`src/rtl/alu_arbiter_if.sv`:
```
// alu_arbiter_if: bundles the two-requester handshake and the shared ALU result bus.
//   master : requester side, drives req/op/a/b and observes gnt/done/result/busy
//   slave  : arbiter side, samples requests and drives the registered responses
interface alu_arbiter_if;
  localparam int unsigned OP_W  = 2;
  localparam int unsigned OPD_W = 3;
  localparam int unsigned RES_W = 4;

  logic             req0;
  logic             req1;
  logic [OP_W-1:0]  op0;
  logic [OP_W-1:0]  op1;
  logic [OPD_W-1:0] a0;
  logic [OPD_W-1:0] b0;
  logic [OPD_W-1:0] a1;
  logic [OPD_W-1:0] b1;
  logic             gnt0;
  logic             gnt1;
  logic             done0;
  logic             done1;
  logic             busy;
  logic [RES_W-1:0] result;

  modport master (
    output req0, req1, op0, op1, a0, b0, a1, b1,
    input  gnt0, gnt1, done0, done1, busy, result
  );

  modport slave (
    input  req0, req1, op0, op1, a0, b0, a1, b1,
    output gnt0, gnt1, done0, done1, busy, result
  );
endinterface

```
`src/rtl/alu_arbiter.sv`:
```
// alu_arbiter: round-robin arbiter in front of a shared 2-op-bit, 3-bit-operand ALU.
// A request seen in IDLE latches the winner's operands, occupies the ALU for
// EXEC_CYCLES cycles, then reports the 4-bit result with a one-cycle done pulse.
// Ports:
//   clk  : clock, rising-edge
//   rst  : synchronous active-high reset
//   bus  : alu_arbiter_if.slave (req/op/a/b in; gnt/done/busy/result out, all registered)
module alu_arbiter #(
  parameter int unsigned EXEC_CYCLES = 1
) (
  input  logic         clk,
  input  logic         rst,
  alu_arbiter_if.slave bus
);
  localparam int unsigned CNT_W = 3;
  localparam int unsigned OP_W  = 2;
  localparam int unsigned OPD_W = 3;
  localparam int unsigned RES_W = 4;

  typedef enum logic [1:0] {
    IDLE = 2'd0,
    EXEC = 2'd1,
    DONE = 2'd2
  } state_t;

  state_t           state, state_nxt;
  logic [CNT_W-1:0] cnt, cnt_nxt;
  logic             ptr, ptr_nxt;
  logic             owner, owner_nxt;
  logic [OP_W-1:0]  op_l, op_l_nxt;
  logic [OPD_W-1:0] a_l, a_l_nxt;
  logic [OPD_W-1:0] b_l, b_l_nxt;
  logic             gnt0_q, gnt0_nxt;
  logic             gnt1_q, gnt1_nxt;
  logic             done0_q, done0_nxt;
  logic             done1_q, done1_nxt;
  logic             busy_q, busy_nxt;
  logic [RES_W-1:0] result_q, result_nxt;
  logic             win_c;
  logic [RES_W-1:0] alu_c;

  // Shared ALU on latched operands; zero-extended so bit3 carries carry/borrow.
  always_comb begin
    alu_c = '0;
    case (op_l)
      2'b00:   alu_c = RES_W'(a_l) + RES_W'(b_l);
      2'b01:   alu_c = RES_W'(a_l) - RES_W'(b_l);
      2'b10:   alu_c = RES_W'(a_l & b_l);
      default: alu_c = RES_W'(a_l | b_l);
    endcase
  end

  // Next-state and next-output logic.
  always_comb begin
    state_nxt  = state;
    cnt_nxt    = cnt;
    ptr_nxt    = ptr;
    owner_nxt  = owner;
    op_l_nxt   = op_l;
    a_l_nxt    = a_l;
    b_l_nxt    = b_l;
    gnt0_nxt   = 1'b0;
    gnt1_nxt   = 1'b0;
    done0_nxt  = 1'b0;
    done1_nxt  = 1'b0;
    result_nxt = result_q;
    win_c      = 1'b0;

    case (state)
      IDLE: begin
        if (bus.req0 || bus.req1) begin
          // Pointer only breaks ties; a lone request always wins.
          win_c     = (bus.req0 && bus.req1) ? ptr : bus.req1;
          owner_nxt = win_c;
          op_l_nxt  = win_c ? bus.op1 : bus.op0;
          a_l_nxt   = win_c ? bus.a1  : bus.a0;
          b_l_nxt   = win_c ? bus.b1  : bus.b0;
          cnt_nxt   = CNT_W'(EXEC_CYCLES);
          gnt0_nxt  = ~win_c;
          gnt1_nxt  = win_c;
          state_nxt = EXEC;
        end
      end
      EXEC: begin
        // <= 1 keeps an out-of-range count from spinning through a wrap.
        if (cnt <= CNT_W'(1)) begin
          cnt_nxt    = '0;
          result_nxt = alu_c;
          done0_nxt  = ~owner;
          done1_nxt  = owner;
          state_nxt  = DONE;
        end else begin
          cnt_nxt = cnt - CNT_W'(1);
        end
      end
      DONE: begin
        ptr_nxt   = ~owner;
        state_nxt = IDLE;
      end
      default: state_nxt = IDLE;
    endcase
  end

  always_comb busy_nxt = (state_nxt != IDLE);

  // State and output registers; reset discards any in-flight operation.
  always_ff @(posedge clk) begin
    if (rst) begin
      state    <= IDLE;
      cnt      <= '0;
      ptr      <= 1'b0;
      owner    <= 1'b0;
      op_l     <= '0;
      a_l      <= '0;
      b_l      <= '0;
      gnt0_q   <= 1'b0;
      gnt1_q   <= 1'b0;
      done0_q  <= 1'b0;
      done1_q  <= 1'b0;
      busy_q   <= 1'b0;
      result_q <= '0;
    end else begin
      state    <= state_nxt;
      cnt      <= cnt_nxt;
      ptr      <= ptr_nxt;
      owner    <= owner_nxt;
      op_l     <= op_l_nxt;
      a_l      <= a_l_nxt;
      b_l      <= b_l_nxt;
      gnt0_q   <= gnt0_nxt;
      gnt1_q   <= gnt1_nxt;
      done0_q  <= done0_nxt;
      done1_q  <= done1_nxt;
      busy_q   <= busy_nxt;
      result_q <= result_nxt;
    end
  end

  assign bus.gnt0   = gnt0_q;
  assign bus.gnt1   = gnt1_q;
  assign bus.done0  = done0_q;
  assign bus.done1  = done1_q;
  assign bus.busy   = busy_q;
  assign bus.result = result_q;
endmodule

```
`src/flat_wrapper.sv`:
```
// flat-port wrapper written by rule: the top's interface ports become plain ports
module alu_arbiter_flat 
#(
  parameter int unsigned EXEC_CYCLES = 1
)
  (clk, rst, bus_req0, bus_req1, bus_op0, bus_op1, bus_a0, bus_b0, bus_a1, bus_b1, bus_gnt0, bus_gnt1, bus_done0, bus_done1, bus_busy, bus_result);
  alu_arbiter_if bus_i ();
  input  logic clk;
  input  logic rst;
  input wire logic [$bits(bus_i.req0)-1:0] bus_req0;
  input wire logic [$bits(bus_i.req1)-1:0] bus_req1;
  input wire logic [$bits(bus_i.op0)-1:0] bus_op0;
  input wire logic [$bits(bus_i.op1)-1:0] bus_op1;
  input wire logic [$bits(bus_i.a0)-1:0] bus_a0;
  input wire logic [$bits(bus_i.b0)-1:0] bus_b0;
  input wire logic [$bits(bus_i.a1)-1:0] bus_a1;
  input wire logic [$bits(bus_i.b1)-1:0] bus_b1;
  output wire logic [$bits(bus_i.gnt0)-1:0] bus_gnt0;
  output wire logic [$bits(bus_i.gnt1)-1:0] bus_gnt1;
  output wire logic [$bits(bus_i.done0)-1:0] bus_done0;
  output wire logic [$bits(bus_i.done1)-1:0] bus_done1;
  output wire logic [$bits(bus_i.busy)-1:0] bus_busy;
  output wire logic [$bits(bus_i.result)-1:0] bus_result;
  assign bus_i.req0 = bus_req0;
  assign bus_i.req1 = bus_req1;
  assign bus_i.op0 = bus_op0;
  assign bus_i.op1 = bus_op1;
  assign bus_i.a0 = bus_a0;
  assign bus_i.b0 = bus_b0;
  assign bus_i.a1 = bus_a1;
  assign bus_i.b1 = bus_b1;
  assign bus_gnt0 = bus_i.gnt0;
  assign bus_gnt1 = bus_i.gnt1;
  assign bus_done0 = bus_i.done0;
  assign bus_done1 = bus_i.done1;
  assign bus_busy = bus_i.busy;
  assign bus_result = bus_i.result;
  alu_arbiter #(.EXEC_CYCLES(EXEC_CYCLES)) u_core (.clk(clk), .rst(rst), .bus(bus_i));
endmodule
```
`config.mk`:
```
export PLATFORM = sky130hd
export DESIGN_NAME = alu_arbiter_flat
export DESIGN_NICKNAME = d
export VERILOG_FILES = /design/src/rtl/alu_arbiter_if.sv /design/src/rtl/alu_arbiter.sv /design/src/flat_wrapper.sv
export SDC_FILE = /design/constraint.sdc
export NUM_CORES = 1
export LEC_CHECK = 0
export ABC_AREA = 0
export ABC_CLOCK_PERIOD_IN_PS = 2580
export BUFFER_PORTS_ARGS = -buffer_cell sky130_fd_sc_hd__buf_2
export CAP_MARGIN = 30
export CELL_PAD_IN_SITES_DETAIL_PLACEMENT = 1
export CELL_PAD_IN_SITES_GLOBAL_PLACEMENT = 2
export CORE_MARGIN = 4
export CORE_UTILIZATION = 30
export DETAILED_ROUTE_END_ITERATION = 8
export GPL_TIMING_DRIVEN = 0
export PLACE_DENSITY = 0.87
export SLEW_MARGIN = 0
export SYNTH_ARGS = -nofsm -noshare
export SYNTH_HDL_FRONTEND = slang
export SYNTH_SLANG_ARGS = --single-unit
export TNS_END_PERCENT = 100
```
`constraint.sdc`:
```
create_clock -name clk -period 2.58 [get_ports clk]
set_input_delay 0.516 -clock clk [delete_from_list [all_inputs] [get_ports clk]]
set_output_delay 0.516 -clock clk [all_outputs]
set_load 0.01 [all_outputs]
```
# After elaboration in Yosys (flattened, before gate mapping)
# Cells that the tools add are included.
[op_classes]
bitwise = 8
div_mod_pow = 0
reduce_logical = 11
mul = 0
mux = 11
n_eq_ne = 5
shifts = 0
n_addsub = 3
magnitude_cmp = 1
[op_table]
columns = ["operator", "n"]
rows = [
  ["2-to-1 mux 3 bit", 4],
  ["case mux 4 bit (3 select lines)", 1],
  ["2-to-1 mux 2 bit", 3],
  ["inverter 1 bit", 6],
  ["case mux 3 bit (2 select lines)", 1],
  ["AND reduction 2 bit", 3],
  ["OR reduction 3 bit", 2],
  ["adder 3 x 3 -> 4 bit", 1],
  ["== test 2 x 1 -> 1 bit, second input constant", 2],
  ["== test 2 bit, second input constant", 2],
  ["zero test 2 bit", 2],
  ["case mux 2 bit (2 select lines)", 1],
  ["nonzero test 2 bit", 2],
  ["subtractor 3 x 3 -> 4 bit", 1],
  ["AND 3 bit", 1],
  ["less-or-equal comparator 3 x 1 -> 1 bit, second input constant", 1],
  ["OR 3 bit", 1],
  ["subtractor 3 x 1 -> 3 bit, second input constant", 1],
  ["!= test 2 x 1 -> 1 bit, second input constant", 1],
  ["logical AND 1 bit", 1],
  ["logical OR 1 bit", 1],
  ["2-to-1 mux 1 bit", 1],
]
[word_totals]
regBits = 24
mem_count = 0
in_bits = 20
ram_bits = 0
word_cells = 52
latchBits = 0
mem_bits_ro = 0
out_inout_bits = 9

# Logic depth before layout (Yosys ltp)
[depth]
depth_word = 4
depth_mapped = 9
mapped_depth_nobuf = 9

# Least setup slack after synthesis
# OpenSTA, ideal clock, no wires.
[synth_timing]
path_type = "register to register"
from = "register u_core.b_l[0]"
to = "register u_core.result_q[3] (netlist: u_core.bus.result[3])"
t_arrival_ns = 1.726
t_required_ns = 2.479
path_slack_ns = 0.753
period_less_slack_ns = 1.827
path_stages_with_launch = 10
setup_ns = 0.101
path_buffers = 0
path_cell_list = "dfxtp_1 inv_1 ha_1 a21oi_1 xnor2_1 ha_1 a21oi_1 o21ai_0 xor2_1 o41ai_1"
[synth_between]
elab_chain_cells = 2
elab_cells_between_ends = 3
classes_between = "add/sub (2); mux (1)"
[synth_lines]
columns = ["item", "line", "source"]
rows = [
  ["from (decl)", "alu_arbiter.sv:32", "logic [OPD_W-1:0] b_l, b_l_nxt;"],
  ["from (signal assigned)", "alu_arbiter.sv:129", "b_l <= b_l_nxt;"],
  ["subtractor 3 x 3 -> 4 bit or adder 3 x 3 -> 4 bit (tied branches)", "alu_arbiter.sv:47, alu_arbiter.sv:46", ""],
  ["case mux 4 bit (3 select lines) *", "alu_arbiter.sv:45", "case (op_l)"],
  ["to (signal assigned)", "alu_arbiter.sv:135", "result_q <= result_nxt;"],
  ["to (decl)", "alu_arbiter.sv:38", "logic [RES_W-1:0] result_q, result_nxt;"],
]
# Mark *: on every way between the ends. The rest lies on a longest branch, timed or not.
# A chain may end at the register's enable or synchronous reset.

# Worst setup path in the final report
# Same ends and word-level chain as after synthesis.

==> impl_metrics.csv <==
group,metric,value,unit
synthesis,yosysWarnings,0,
synthesis,synthFlopType,"dfxtp_1",
sta,skew,0.007729,ns
detailed_routing,drt_drc_violations_left,0,
critical_path,criticalPathCategory,"flop to flop",
global_routing,antenna_found_initial,0,
detailed_routing,wl_met1,1.403,mm
die,die_w,71.41,µm
synthesis,syn_avg_cell_area,8.804,µm²
detailed_routing,met3_length,138,µm
critical_path,worst-path-stages,9,
synthesis,synth-edff-count,0,
synthesis,synthCells,137,
synthesis,ys_seq_area_share,39.83,%
die,die_h,71.41,µm
detailed_routing,wire_per_inst,13.55,µm
pwr,power.density,737.1,nW/µm²
global_routing,grt_usage,12.24,%
critical_path,reg2reg_from,"u_core.b_l[0]",
die,io-pin-count,29,
critical_path,critPathCaptureType,"flop",
critical_path,crit_end,"u_core.bus.result[3]",
place,dpl_cell_area,1406,µm²
critical_path,path_delay_family,"compound AO/OA/AOI/OAI gates",
synthesis,synth_area,1206,µm²
pwr,p_leak,0.6719,nW
critical_path,cp_data_arrival_time,2.31,ns
critical_path,rr_worst_depth,9,
die,start_util,31.98,%
flow_run,maxCapViolCount,0,
synthesis,synthesis.nets,166,
detailed_routing,drt_iter0_drc,44,
layout,synthToLayoutAreaGrowth,22.51,%
sta,setup_tns,0,ns
clock_network,cts_sinks,24,
layout,finalInstanceArea,1478,µm²
die,row_count,22,
clock_network,clock_path_buffers,2,
clock_network,postCtsSetupBuffers,0,
detailed_routing,drtPass1Iterations,4,
detailed_routing,wl_met2,1.363,mm
clock_network,hold_buffers,0,
synthesis,synth_cell_type_count,32,
clock_network,cts_root_buf,"clkbuf_8",
global_routing,grt_pass1_wl,4.981,mm
detailed_routing,finalWirelength,2.941,mm
min_path,holdCritPathClass,"flop to flop",
clock_network,h-tree-depth,1,
place,place_ws,0.4112,ns
global_routing,grt_pass1_vias,1086,
detailed_routing,ant_nets,0,
critical_path,crit_path_start_kind,"flop",
critical_path,r2r_end,"u_core.bus.result[3]",
place,dpl.hpwl,2.296,mm
clock_network,post_cts_resize_count,0,
place,gp_congestion,0.7559,
sta,slew_viol_final,0,
pwr,peakVddDrop,0.2104,mV
sta,rsz0062_at_grt,"false",
critical_path,slowest_stage,"dfxtp_1",
clock_network,cts_tree,"done",
sta,slew_headroom,62.79,%
layout,drive_above_1_share,21.30,%
clock_network,cts_buffers,3,
synthesis,synthArstFlopShare,0,%
die,core,3771,µm²
sta,hold_viol,0,
global_routing,gr-total-overflow,0,
critical_path,cp_max_fo,5,
critical_path,reg2reg_setup_slack,0.42,ns
layout,antennaDiodeCount,0,
sta,tightest_slew,0.5552,ns
detailed_routing,dr_total_vias,1049,
clock_network,worstSkewPairLatency,0.27,ns
layout,final_nets,199,
layout,final_util,39.18,%
status,outcome,"completed",
synthesis,ys_seq_elements,24,
detailed_routing,highest_layer,"met4",
sta,final.period_utilization,83.57,%
critical_path,cp-startpoint,"u_core.b_l[0]",
critical_path,cp_num_buf_inv,1,
place,io_buffers,28,
sta,fin_ws,0.4240,ns
critical_path,crit_chain,"inv_1 -> ha_1 -> a21oi_1 -> xnor2_1 -> ha_1 -> a21oi_1 -> o21ai_0 -> xor2_1 -> o41ai_1",
critical_path,critPathRequiredTime,2.74,ns
detailed_routing,routed_via_density,4.834,
global_routing,grt_max_degree,15,
sta,post-route-min-period,2.156,ns
sta,setup_viol,0,
critical_path,slowest_delay,0.42,ns
sta,fmax,0.4638,GHz
clock_network,cts.reportedPaths.clkPinSlew,0.08,ns
die,dieArea,5099,µm²
## worst reg2reg max path, delay by kind of cell, from the launching register on
kind	cells	cell delay, ns
fa+ha+maj	2	0.50
xor+xnor	2	0.32
compound gates	4	0.71
buf+inv	1	0.10
flops	1	0.42
## routing by layer
layer | global-route usage, % | up-vias
li1 | - | 538
met1 | 15.97 | 485
met2 | 20.10 | 24
met3 | 1.683 | 2
met4 | 5.219 | 0
met5 | 0 | -
## synthesized netlist by cell type (2+ instances only)
| master | n | area share, % |
|---|---|---|
| dfxtp_1 | 24 | 40 |
| nor2_1 | 18 | 5.6 |
| inv_1 | 10 | 3.1 |
| a211oi_1 | 9 | 5.6 |
| a21oi_1 | 9 | 3.7 |
| mux2i_1 | 9 | 7.5 |
| ha_1 | 8 | 8.3 |
| nand2_1 | 8 | 2.5 |
| o21ai_0 | 7 | 2.9 |
| clkbuf_1 | 4 | 1.2 |
| nor3_1 | 4 | 1.7 |
| or3_1 | 3 | 1.6 |
| a211o_1 | 2 | 1.5 |
| buf_2 | 2 | 0.83 |
| nand2b_1 | 2 | 1.0 |
| xnor2_1 | 2 | 1.5 |
## sequential cells by signal, indices dropped and copies added, names as in the netlist, 2 cells and up
name / flops
u_core.a_l: 3
u_core.b_l: 3
u_core.bus.result: 4
u_core.cnt: 3
u_core.op_l: 2
u_core.state: 2
## power breakdown
| group | total, mW | leakage [nW] | internal (mW) | switching [mW] |
|---|---|---|---|---|
| Sequential | 0.454 | 0.198 | 0.414 | 0.0397 |
| Clock | 0.330 | 0.0357 | 0.207 | 0.123 |
| Combinational | 0.305 | 0.439 | 0.137 | 0.168 |
| Total | 1.09 | 0.672 | 0.758 | 0.331 |
## stage by stage
stage	power (mW)	std cells	hold slack (ns)
floorplan	0.6738	137	0.4392
global placement	0.7506	213	0.4409
detailed placement	0.7695	213	0.4497
CTS	1.104	217	0.4619
global route	1.165	217	0.4916
finish	1.089	217	0.4567
## cell usage in the layout (no fill, tap or decap), types with 2 or more instances in the layout
master and count:
buf_2 30, dfxtp_1 24, nor2_1 18, inv_1 10, a21oi_1 9, mux2i_1 9
a211oi_1 9, nand2_1 8, ha_1 8, o21ai_0 7, clkbuf_1 4, nor3_1 4
or3_1 3, clkbuf_8 3, xnor2_1 2, nand2b_1 2, a211o_1 2
## cell type report
type                       instances  area [µm²]
multi-input combinational         97       663.1
clock buffer                       3       41.29
buffer                             6       25.02
inverter                          10       37.54
fill                             460        2293
tap                               48       60.06
timing repair buffer              28       140.1
clock inverter                     1       30.03
sequential                        24       480.5
## cells by family (layout without fill, tap and decap cells)
kind of cell	Yosys count	in the layout	synth area share, %
buffers and inverters	16	48	5.187
DFF	24	24	39.83
and+or+nand+nor	42	42	16.60
AOI/OAI and AO/OA	33	33	17.95
adders and majority gates	10	10	10.79
muxes	9	9	7.469
xor gates and xnor gates	3	3	2.179
## worst min path at each step
| stage | startpoint | end | slack [ns] | cells after the start |
|---|---|---|---|---|
| 3_5_place_dp | u_core.bus.result[0] | u_core.bus.result[0] | 0.45 | 2 |
| 3_3_place_gp | u_core.bus.result[1] | u_core.bus.result[1] | 0.44 | 2 |
| 2_1_floorplan | u_core.owner | u_core.bus.done0 | 0.44 | 1 |
| 5_1_grt | u_core.bus.result[0] | u_core.bus.result[0] | 0.49 | 2 |
| 4_1_cts | u_core.bus.result[0] | u_core.bus.result[0] | 0.46 | 2 |
| 6_report | u_core.bus.result[0] | u_core.bus.result[0] | 0.46 | 2 |
Power figures use the tool's default switching activity.
